--- src/rtl/pp_final_reduce_stage.sv ---
// pp_final_reduce_stage
// Final stage of the 16x16 approximate multiplier datapath. It takes the four
// partial-product rows and the correction bit from the 8-to-4 reduction layer
// and produces the 32-bit product in two pipeline stages.
//   Stage 1: the low columns (1..APPROX_COLS) go through approximate 4:2
//            compressors, giving an X row (sums) and a Y row (carries). The
//            high columns are reduced exactly to a carry-save pair.
//   Stage 2: a carry-save tree merges X, Y, the high pair and err_in, then a
//            carry-propagate add produces the product.
// Column k of every row has weight 2^(k-1); bit k of a row is column k.
//
// Ports:
//   clk, rst            clock (rising edge), asynchronous active-high reset
//   in_valid/in_ready   input handshake (in_ready is combinational)
//   a_in, b_in, c_in,   partial-product rows A [31:1], B [30:2], C [29:3],
//   d_in                D [29:4]
//   err_in              correction bit, weight 2^APPROX_COLS
//   out_valid/out_ready output handshake
//   product             registered product, modulo 2^32
//   approx_flag         a low column had all four bits set (compressor saturated)
//   approx_cnt          saturating count of delivered results with approx_flag=1
//   cnt_clr             synchronous clear of approx_cnt, wins over an increment
module pp_final_reduce_stage #(
    parameter int unsigned APPROX_COLS = 16,
    parameter int unsigned CNT_W       = 16
) (
    input  logic             clk,
    input  logic             rst,
    input  logic             in_valid,
    output logic             in_ready,
    input  logic [31:1]      a_in,
    input  logic [30:2]      b_in,
    input  logic [29:3]      c_in,
    input  logic [29:4]      d_in,
    input  logic             err_in,
    output logic             out_valid,
    input  logic             out_ready,
    output logic [31:0]      product,
    output logic             approx_flag,
    output logic [CNT_W-1:0] approx_cnt,
    input  logic             cnt_clr
);

    localparam int unsigned PW = 32;

    // Bit i set for columns 1..APPROX_COLS (bit index = column - 1).
    localparam logic [PW-1:0] LOW_MASK = PW'((64'(1) << APPROX_COLS) - 64'(1));
    localparam logic [CNT_W-1:0] CNT_MAX = '1;

    // ------------------------------------------------------------------
    // Handshake control
    // ------------------------------------------------------------------
    logic s1_valid;
    logic s1_load;
    logic s2_load;

    always_comb begin
        s2_load  = s1_valid & (~out_valid | out_ready);
        in_ready = ~s1_valid | s2_load;
        s1_load  = in_valid & in_ready;
    end

    // ------------------------------------------------------------------
    // Stage 1 combinational: align rows to column positions
    // ------------------------------------------------------------------
    logic [PW-1:0] a_col, b_col, c_col, d_col;

    always_comb begin
        a_col        = '0;
        b_col        = '0;
        c_col        = '0;
        d_col        = '0;
        a_col[30:0]  = a_in;
        b_col[29:1]  = b_in;
        c_col[28:2]  = c_in;
        d_col[28:3]  = d_in;
    end

    // Approximate 4:2 compression of the low columns. The sum bit is an OR of
    // the two pair-XORs and the carry is an OR of the two pair-ANDs, so a
    // column with all four bits set yields 2 instead of 4: that is the
    // saturation event reported by approx_flag.
    logic [PW-1:0] x_row_c;
    logic [PW-1:0] y_row_c;
    logic          flag_c;

    always_comb begin
        x_row_c = ((a_col ^ b_col) | (c_col ^ d_col)) & LOW_MASK;
        y_row_c = (((a_col & b_col) | (c_col & d_col)) & LOW_MASK) << 1;
        flag_c  = |(a_col & b_col & c_col & d_col & LOW_MASK);
    end

    // Exact 4:2 reduction of the high columns as two chained full-adder rows.
    logic [PW-1:0] ah, bh, ch, dh;
    logic [PW-1:0] fa1_s, fa1_c;
    logic [PW-1:0] hs_c, hc_c;

    always_comb begin
        ah    = a_col & ~LOW_MASK;
        bh    = b_col & ~LOW_MASK;
        ch    = c_col & ~LOW_MASK;
        dh    = d_col & ~LOW_MASK;
        fa1_s = ah ^ bh ^ ch;
        fa1_c = ((ah & bh) | (ah & ch) | (bh & ch)) << 1;
        hs_c  = fa1_s ^ fa1_c ^ dh;
        hc_c  = ((fa1_s & fa1_c) | (fa1_s & dh) | (fa1_c & dh)) << 1;
    end

    // ------------------------------------------------------------------
    // Stage 1 register
    // ------------------------------------------------------------------
    logic [PW-1:0] s1_x;
    logic [PW-1:0] s1_y;
    logic [PW-1:0] s1_hs;
    logic [PW-1:0] s1_hc;
    logic          s1_err;
    logic          s1_flag;

    always_ff @(posedge clk or posedge rst) begin
        if (rst) begin
            s1_valid <= 1'b0;
            s1_x     <= '0;
            s1_y     <= '0;
            s1_hs    <= '0;
            s1_hc    <= '0;
            s1_err   <= 1'b0;
            s1_flag  <= 1'b0;
        end else begin
            if (s1_load) begin
                s1_valid <= 1'b1;
                s1_x     <= x_row_c;
                s1_y     <= y_row_c;
                s1_hs    <= hs_c;
                s1_hc    <= hc_c;
                s1_err   <= err_in;
                s1_flag  <= flag_c;
            end else if (s2_load) begin
                s1_valid <= 1'b0;
            end
        end
    end

    // ------------------------------------------------------------------
    // Stage 2 combinational: 5-operand carry-save merge, then the CPA
    // ------------------------------------------------------------------
    logic [PW-1:0] err_vec;
    logic [PW-1:0] t1_s, t1_c;
    logic [PW-1:0] t2_s, t2_c;
    logic [PW-1:0] t3_s, t3_c;
    logic [PW-1:0] sum_c;

    always_comb begin
        err_vec = PW'(s1_err) << APPROX_COLS;
        t1_s    = s1_x ^ s1_y ^ s1_hs;
        t1_c    = ((s1_x & s1_y) | (s1_x & s1_hs) | (s1_y & s1_hs)) << 1;
        t2_s    = t1_s ^ t1_c ^ s1_hc;
        t2_c    = ((t1_s & t1_c) | (t1_s & s1_hc) | (t1_c & s1_hc)) << 1;
        t3_s    = t2_s ^ t2_c ^ err_vec;
        t3_c    = ((t2_s & t2_c) | (t2_s & err_vec) | (t2_c & err_vec)) << 1;
        sum_c   = t3_s + t3_c;
    end

    // ------------------------------------------------------------------
    // Stage 2 register
    // ------------------------------------------------------------------
    always_ff @(posedge clk or posedge rst) begin
        if (rst) begin
            out_valid   <= 1'b0;
            product     <= '0;
            approx_flag <= 1'b0;
        end else begin
            if (s2_load) begin
                out_valid   <= 1'b1;
                product     <= sum_c;
                approx_flag <= s1_flag;
            end else if (out_ready) begin
                out_valid   <= 1'b0;
            end
        end
    end

    // Saturating count of delivered flagged results; clear has priority.
    always_ff @(posedge clk or posedge rst) begin
        if (rst) begin
            approx_cnt <= '0;
        end else if (cnt_clr) begin
            approx_cnt <= '0;
        end else if (out_valid && out_ready && approx_flag && (approx_cnt != CNT_MAX)) begin
            approx_cnt <= approx_cnt + CNT_W'(1);
        end
    end

endmodule

--- config.mk ---
export PLATFORM = sky130hd
export DESIGN_NAME = pp_final_reduce_stage
export DESIGN_NICKNAME = d
export VERILOG_FILES = /design/src/rtl/pp_final_reduce_stage.sv
export SDC_FILE = /design/constraint.sdc
export NUM_CORES = 1
export LEC_CHECK = 0
export BUFFER_PORTS_ARGS = -buffer_cell sky130_fd_sc_hd__buf_2
export CAP_MARGIN = 15
export CORE_MARGIN = 2
export CORE_UTILIZATION = 45
export DETAILED_ROUTE_END_ITERATION = 10
export GPL_TIMING_DRIVEN = 0
export PLACE_DENSITY = 0.69
export SLEW_MARGIN = 25
export SYNTH_ARGS = -nofsm -noshare
export SYNTH_HDL_FRONTEND = slang
export SYNTH_SLANG_ARGS = --single-unit
export TNS_END_PERCENT = 30
--- constraint.sdc ---
create_clock -name clk -period 4 [get_ports clk]
set_clock_uncertainty 0.2 [all_clocks]
set_input_delay 0.6 -clock clk [delete_from_list [all_inputs] [get_ports clk]]
set_output_delay 0.6 -clock clk [all_outputs]
set_load 0.005 [all_outputs]
== Word-level counts from Yosys, hierarchy flattened ==
Index checks and enable logic that the tools add are counted.
Widths: inputs -> output; s select.
Operators by class
  $add $sub $neg: 2
  equality and inequality tests: 1
  multiplexer cells: 6
  bitwise gates (word level): 49
  reductions and logical operators: 7
Operator list (number)
  $or 31x31->31: 8
  $and 31x31->31: 5
  $xor 32x32->32: 3
  $and 31x29->31: 3
  $and 16x16->16: 4
  $and 31x17->31: 2
  $add 32x32->32: 1
  $mux 16: 2
  $or 16x16->16: 2
  $xor 16x16->16: 2
  $xor 17x32->32: 1
  $xor 31x32->32: 1
  $xor 32x17->32: 1
  $xor 32x29->32: 1
  $and 16x31->31: 1
  $and 17x31->31: 1
  $and 31x30->31: 1
  $or 17x31->31: 1
  $or 31x30->31: 1
  $xor 31x29->31: 1
  $xor 31x30->31: 1
  $and 30x29->30: 1
  $and 16x17->17: 1
  $xor 16x17->17: 1
  other kinds (9): 19
Storage, ports and cells
  register bits after elaboration: 148
  output and inout bits: 51

== Logic depth before layout (Yosys ltp) ==
  word-level depth: 10
  gate-level depth with buffers: 13
  mapped depth without buffers: 13

== Least setup slack after synthesis ==
No wires, ideal clock.
  path type: register to register
  from: register s1_y[16]
  to: register product[22]
  library setup time: 90 ps
  arrival time: 3218 ps
  required time: 3710 ps
  path slack: 493 ps
  cell stages (with the launch flop): 12
  path buffers: 0
  clock period less this slack: 3507 ps
  path through: dfrtp_1 > ha_1 > ha_1 > fa_1 > ha_1 > and3_4 > a221oi_4 > nor2_2 > a311oi_2 > a31oi_1 > or4_1 > o2111ai_1
On the way
  cells in the longest elaborated chain, start to end: 10
Ends and longest elaborated chain
  start: declaration: line 113  | logic [PW-1:0] s1_y;
  start signal: assignment: line 132  | s1_y <= y_row_c;
  $and 16x17->17: line 155  | t1_c = ((s1_x & s1_y) | (s1_x & s1_hs) | (s1_y & s1_hs)) << 1;
  $or 17x31->31: line 155
  $or 31x31->31: line 155
  $and 31x31->31: line 157  | t2_c = ((t1_s & t1_c) | (t1_s & s1_hc) | (t1_c & s1_hc)) << 1;
  $or 31x31->31 (2 in a row): line 157
  $and 31x31->31: line 159  | t3_c = ((t2_s & t2_c) | (t2_s & err_vec) | (t2_c & err_vec)) << 1;
  $or 31x31->31 (2 in a row): line 159
  $add 32x32->32 (*): line 160  | sum_c = t3_s + t3_c;
  end signal: assignment: line 174  | product <= sum_c;
  end: declaration: line 38  | output logic [31:0] product,
Mark *: on every way between the ends. The rest lies on a longest branch, timed or not.
A chain may end at the register's enable or synchronous reset.

== Final worst setup path ==
Ends and elaborated chain as after synthesis.

==> impl_summary.txt <==
----------------------------------------------------
[Synth]
  Async set or reset register ratio after synthesis ... 100.0%
  Mapped Area ... 7704 um2
  Arithmetic-cell share of the synthesized area counting full adders, half adders and majority gates ... 27.90%
  Fraction of synthesized cell area in xor and xnor cells ... under 10%
  Basic-gate share of the synthesized area counting and, or, nand and nor cells ... between 10 and 15%
  Top_reg_cell synth ... dfrtp_1
  Leading cell types by total area after synthesis ... dfrtp_1, ha_1, fa_1
  Commonest cells post-synth ... ha_1, dfrtp_1, nand2_1
  Number of cells produced by synthesis ... 731
  Dominant cell by count in the synthesized netlist ... ha_1
  Share of synthesized area occupied by flip-flops and latches ... 37.03%
  Top cell type by total area after synthesis ... dfrtp_1
  Dominant combinational cell family by area after synthesis ... adder cells
  Yosys warning total ... 0
  EDFF count, synth ... 0
  Compound-gate portion of the synthesized area ... 10.83%
  Share of the synthesized area in the top cell type ... 37.03%
  Register bit total from synthesis ... 114
  Synthesized Nets ... between 1000 and 1500
  Multiplexer fraction of the synthesized cell area ... 5.376%
  Avg Cell Area, Syn ... ~11 um2
  Yosys cell types ... 52

[Power]
  Proportion of power drawn by combinational gates ... a little under half
  Net switching share of the total power ... 37.30%
  Portion of total power attributed to sequential cells ... 27.6%
  Power density cells ... between 600 and 700 nW/um2
  Lkg Pwr ... ~4.8 nW
  Switching component of the power ... approximately 2.2 mW
  Maximum vdd drop ... around 0.37 mV
  Clock power share ... 27.2%
  Post-route total power ... ~6 mW
  Internal power consumption ... 3.691 mW

[Final layout]
  Sequential cell area in the final layout ... 2853 um2
  Number of filler cells placed in the layout ... between 1000 and 1500
  Footprint of the multi-input gates ... around 4700 um2
  Final design utilization ... 56.91%
  Layout cell share with drive strength beyond 1 ... around a quarter
  Nets ... 1193
  Synth-to-layout area growth ... 22.95%

[Worst setup path]
  Data required time of the critical path ... 4.13 ns
  Setup crit end kind ... flop
  Arrival @ worst endpoint ... between 3 and 4 ns
  Critical path class ... flop to flop
  Startpoint kind of the worst setup timing path ... flop
  Critical path peak fanout ... 5

[Die]
  Total die area ... 18180 um2
  Count of standard-cell rows ... 47
  Boundary pin count ... 170
  Horizontal die dimension ... 134.8 um
  Standard cell core area ... 16640 um2
  Die span in y ... 134.8 um
  Initial standard-cell utilization of the core ... a little under half

[CTS]
  Number of buffers inserted by post-CTS setup repair ... 0
  Maximum clock insertion buffer count ... 2
  CTS tree ... built
  Hold bufs inserted after CTS ... 0
  Clk slew on worst S/H paths ... 0.05 ns
  CTS Sinks ... 114
  Clock root buffer ... clkbuf_16
  Clock buffers created by TritonCTS ... 17
  Number of levels in the clock H-tree ... 4
  Clock latency at the later pin of the worst-skew pair ... 0.42 ns

[Job]
  Maximum Capacitance Violations ... 0

[GRT]
  Total global routing track utilization ... approximately a fifth
  Largest net degree at the start of global routing ... 72
  Antenna violations before repair ... 3
  Number of global-route vias before repair ... 6149
  First-pass GRT wire length ... 29350 um
  Overflow left after global routing ... 0

[Routing]
  Drt first pass iters ... 4
  Total via count in the routed design ... 6015
  Remaining antenna violation count after routing ... 0
  Total detailed-routing wirelength ... 17870 um
  Per-cell routed wire length ... 15.50 um
  Per-cell via count in the routed design ... 5.217
  Number of DRC markers after the initial detailed-route iteration ... 307
  DRC violation count after routing ... 0

[Place]
  Setup slack after placement ... 0.1711 ns
  Count of input and output buffers ... between 150 and 200
  DP Wirelength ... roughly 14000 um
  Global placement routability congestion ... 0.8874

[Timing]
  Clock period minus worst slack ... 3.798 ns
  Final max-slew violation count ... 0
  Setup repair after global routing missed its margin ... no
  Slew Limit Headroom ... 51.05%
  Actual transition at the worst max-transition pin ... 0.7342 ns
  Setup Viol. Count Final ... 0
  Final Cycle Share ... 94.95%
  Count of endpoints failing hold in the final timing report ... 0
  Setup Total Neg Slack ... 0 ns
  Crit path setup slack, layout ... about 0.2 ns
  Maximum clock frequency ... 263.3 MHz

[Hold path]
  Path category of the worst min-delay check ... primary input to asynchronous set/reset pin

[Run status]
  Run status ... complete, no violations

----------------------------------------------------
==> timing repair <==
item	CTS	global route
setup endpoints to repair	0	3
resized for setup	0	1
endpoints found under the hold margin	0	0
==> cell type report <==
type | instances | share of cell area (%)
sequential | 114 | 30.12
tap | 220 | 2.906
buffer | 24 | 1.229
antenna | 2 | 0.05284
multi-input combinational | 574 | 49.27
timing repair buffer | 169 | 9.089
clock buffer | 21 | 4.861
clock inverter | 10 | 1.664
inverter | 19 | 0.8058
==> power groups by stage <==
stage                     registers [mW]  logic, mW  clock network [mW]
after floorplan                     1.62       1.87                   0
after global placement              1.63       2.60                   0
after detailed placement            1.64       2.63                   0
after CTS                           1.63       2.67                1.63
after global routing                1.66       3.01                1.68
final                               1.63       2.66                1.60
==> stage by stage <==
stage                     cell area, um2  instances  hold WS [ns]
after global routing                9469       1152        0.1339
final                               9472       1153       0.07813
after detailed placement            8845       1120        0.2593
after global placement              8820       1119        0.2464
after CTS                           9463       1151        0.1087
after floorplan                     7704        731        0.2325
==> placed cells by master (no fill, tap or decap), types with 16 or more instances in the layout <==
cell       netlist  final
mux2_2          35     35
ha_1           127    127
a21oi_1         17     16
nand3_1         26     26
o21ai_0         65     65
fa_1            28     28
xor2_1          24     24
nand2_1         90     90
clkbuf_16        0     17
buf_2            0    168
clkbuf_1        19     21
nor2_1          50     50
inv_1           19     18
dfrtp_1        114    114
==> registers in the layout, indices dropped and copies added (netlist names) <==
name	flops
product	32
approx_cnt	16
s1_x	16
s1_hc	15
s1_hs	15
s1_y	15
approx_flag	1
out_valid	1
s1_err	1
s1_flag	1
s1_valid	1
==> cell families (layout without fill, tap and decap cells) <==
group	count (synthesis)	count (layout)
DFF	114	114
muxes	37	37
xor gates and xnor gates	35	35
adders and majority gates	155	155
buffers and inverters	43	243
other	0	2
and+or+nand+nor	214	214
AOI/OAI and AO/OA	133	133
==> per-layer routing <==
metal  global-route usage [%]  vias to the layer above  share of wire (%)  routed length (um)
met1                    26.00                     2860                 45                8082
met2                    34.18                      145                 47                8413
li1                         -                     2977                  -                   -
met5                        0                        -              0.073                  13
met3                    5.631                       31                5.6                1009
met4                    7.485                        2                2.0                 354
==> path summary, 6_finish.rpt <==
path,startpoint,to,slack [ns],depth (start not counted)
worst max-delay path,s1_y[16],product[22],0.20,11
worst min-delay path,rst,s1_hc[30],0.08,2
worst max register to register,s1_y[16],product[22],0.20,11
worst min register to register,s1_x[0],product[0],0.26,2
max in group asynchronous,rst,product[17],2.86,3
min in group clk,in_valid,s1_valid,0.20,2
==> worst max-delay path: stages (launching register included) <==
cell	delay (ns)
dfrtp_1	0.38
ha_1	0.30
ha_1	0.31
fa_1	0.46
ha_1	0.36
and3_4	0.20
a221oi_4	0.37
nor2_2	0.06
a311oi_2	0.37
a31oi_1	0.17
or4_1	0.43
o2111ai_1	0.10
No activity file was read; power rests on OpenSTA's default activity.
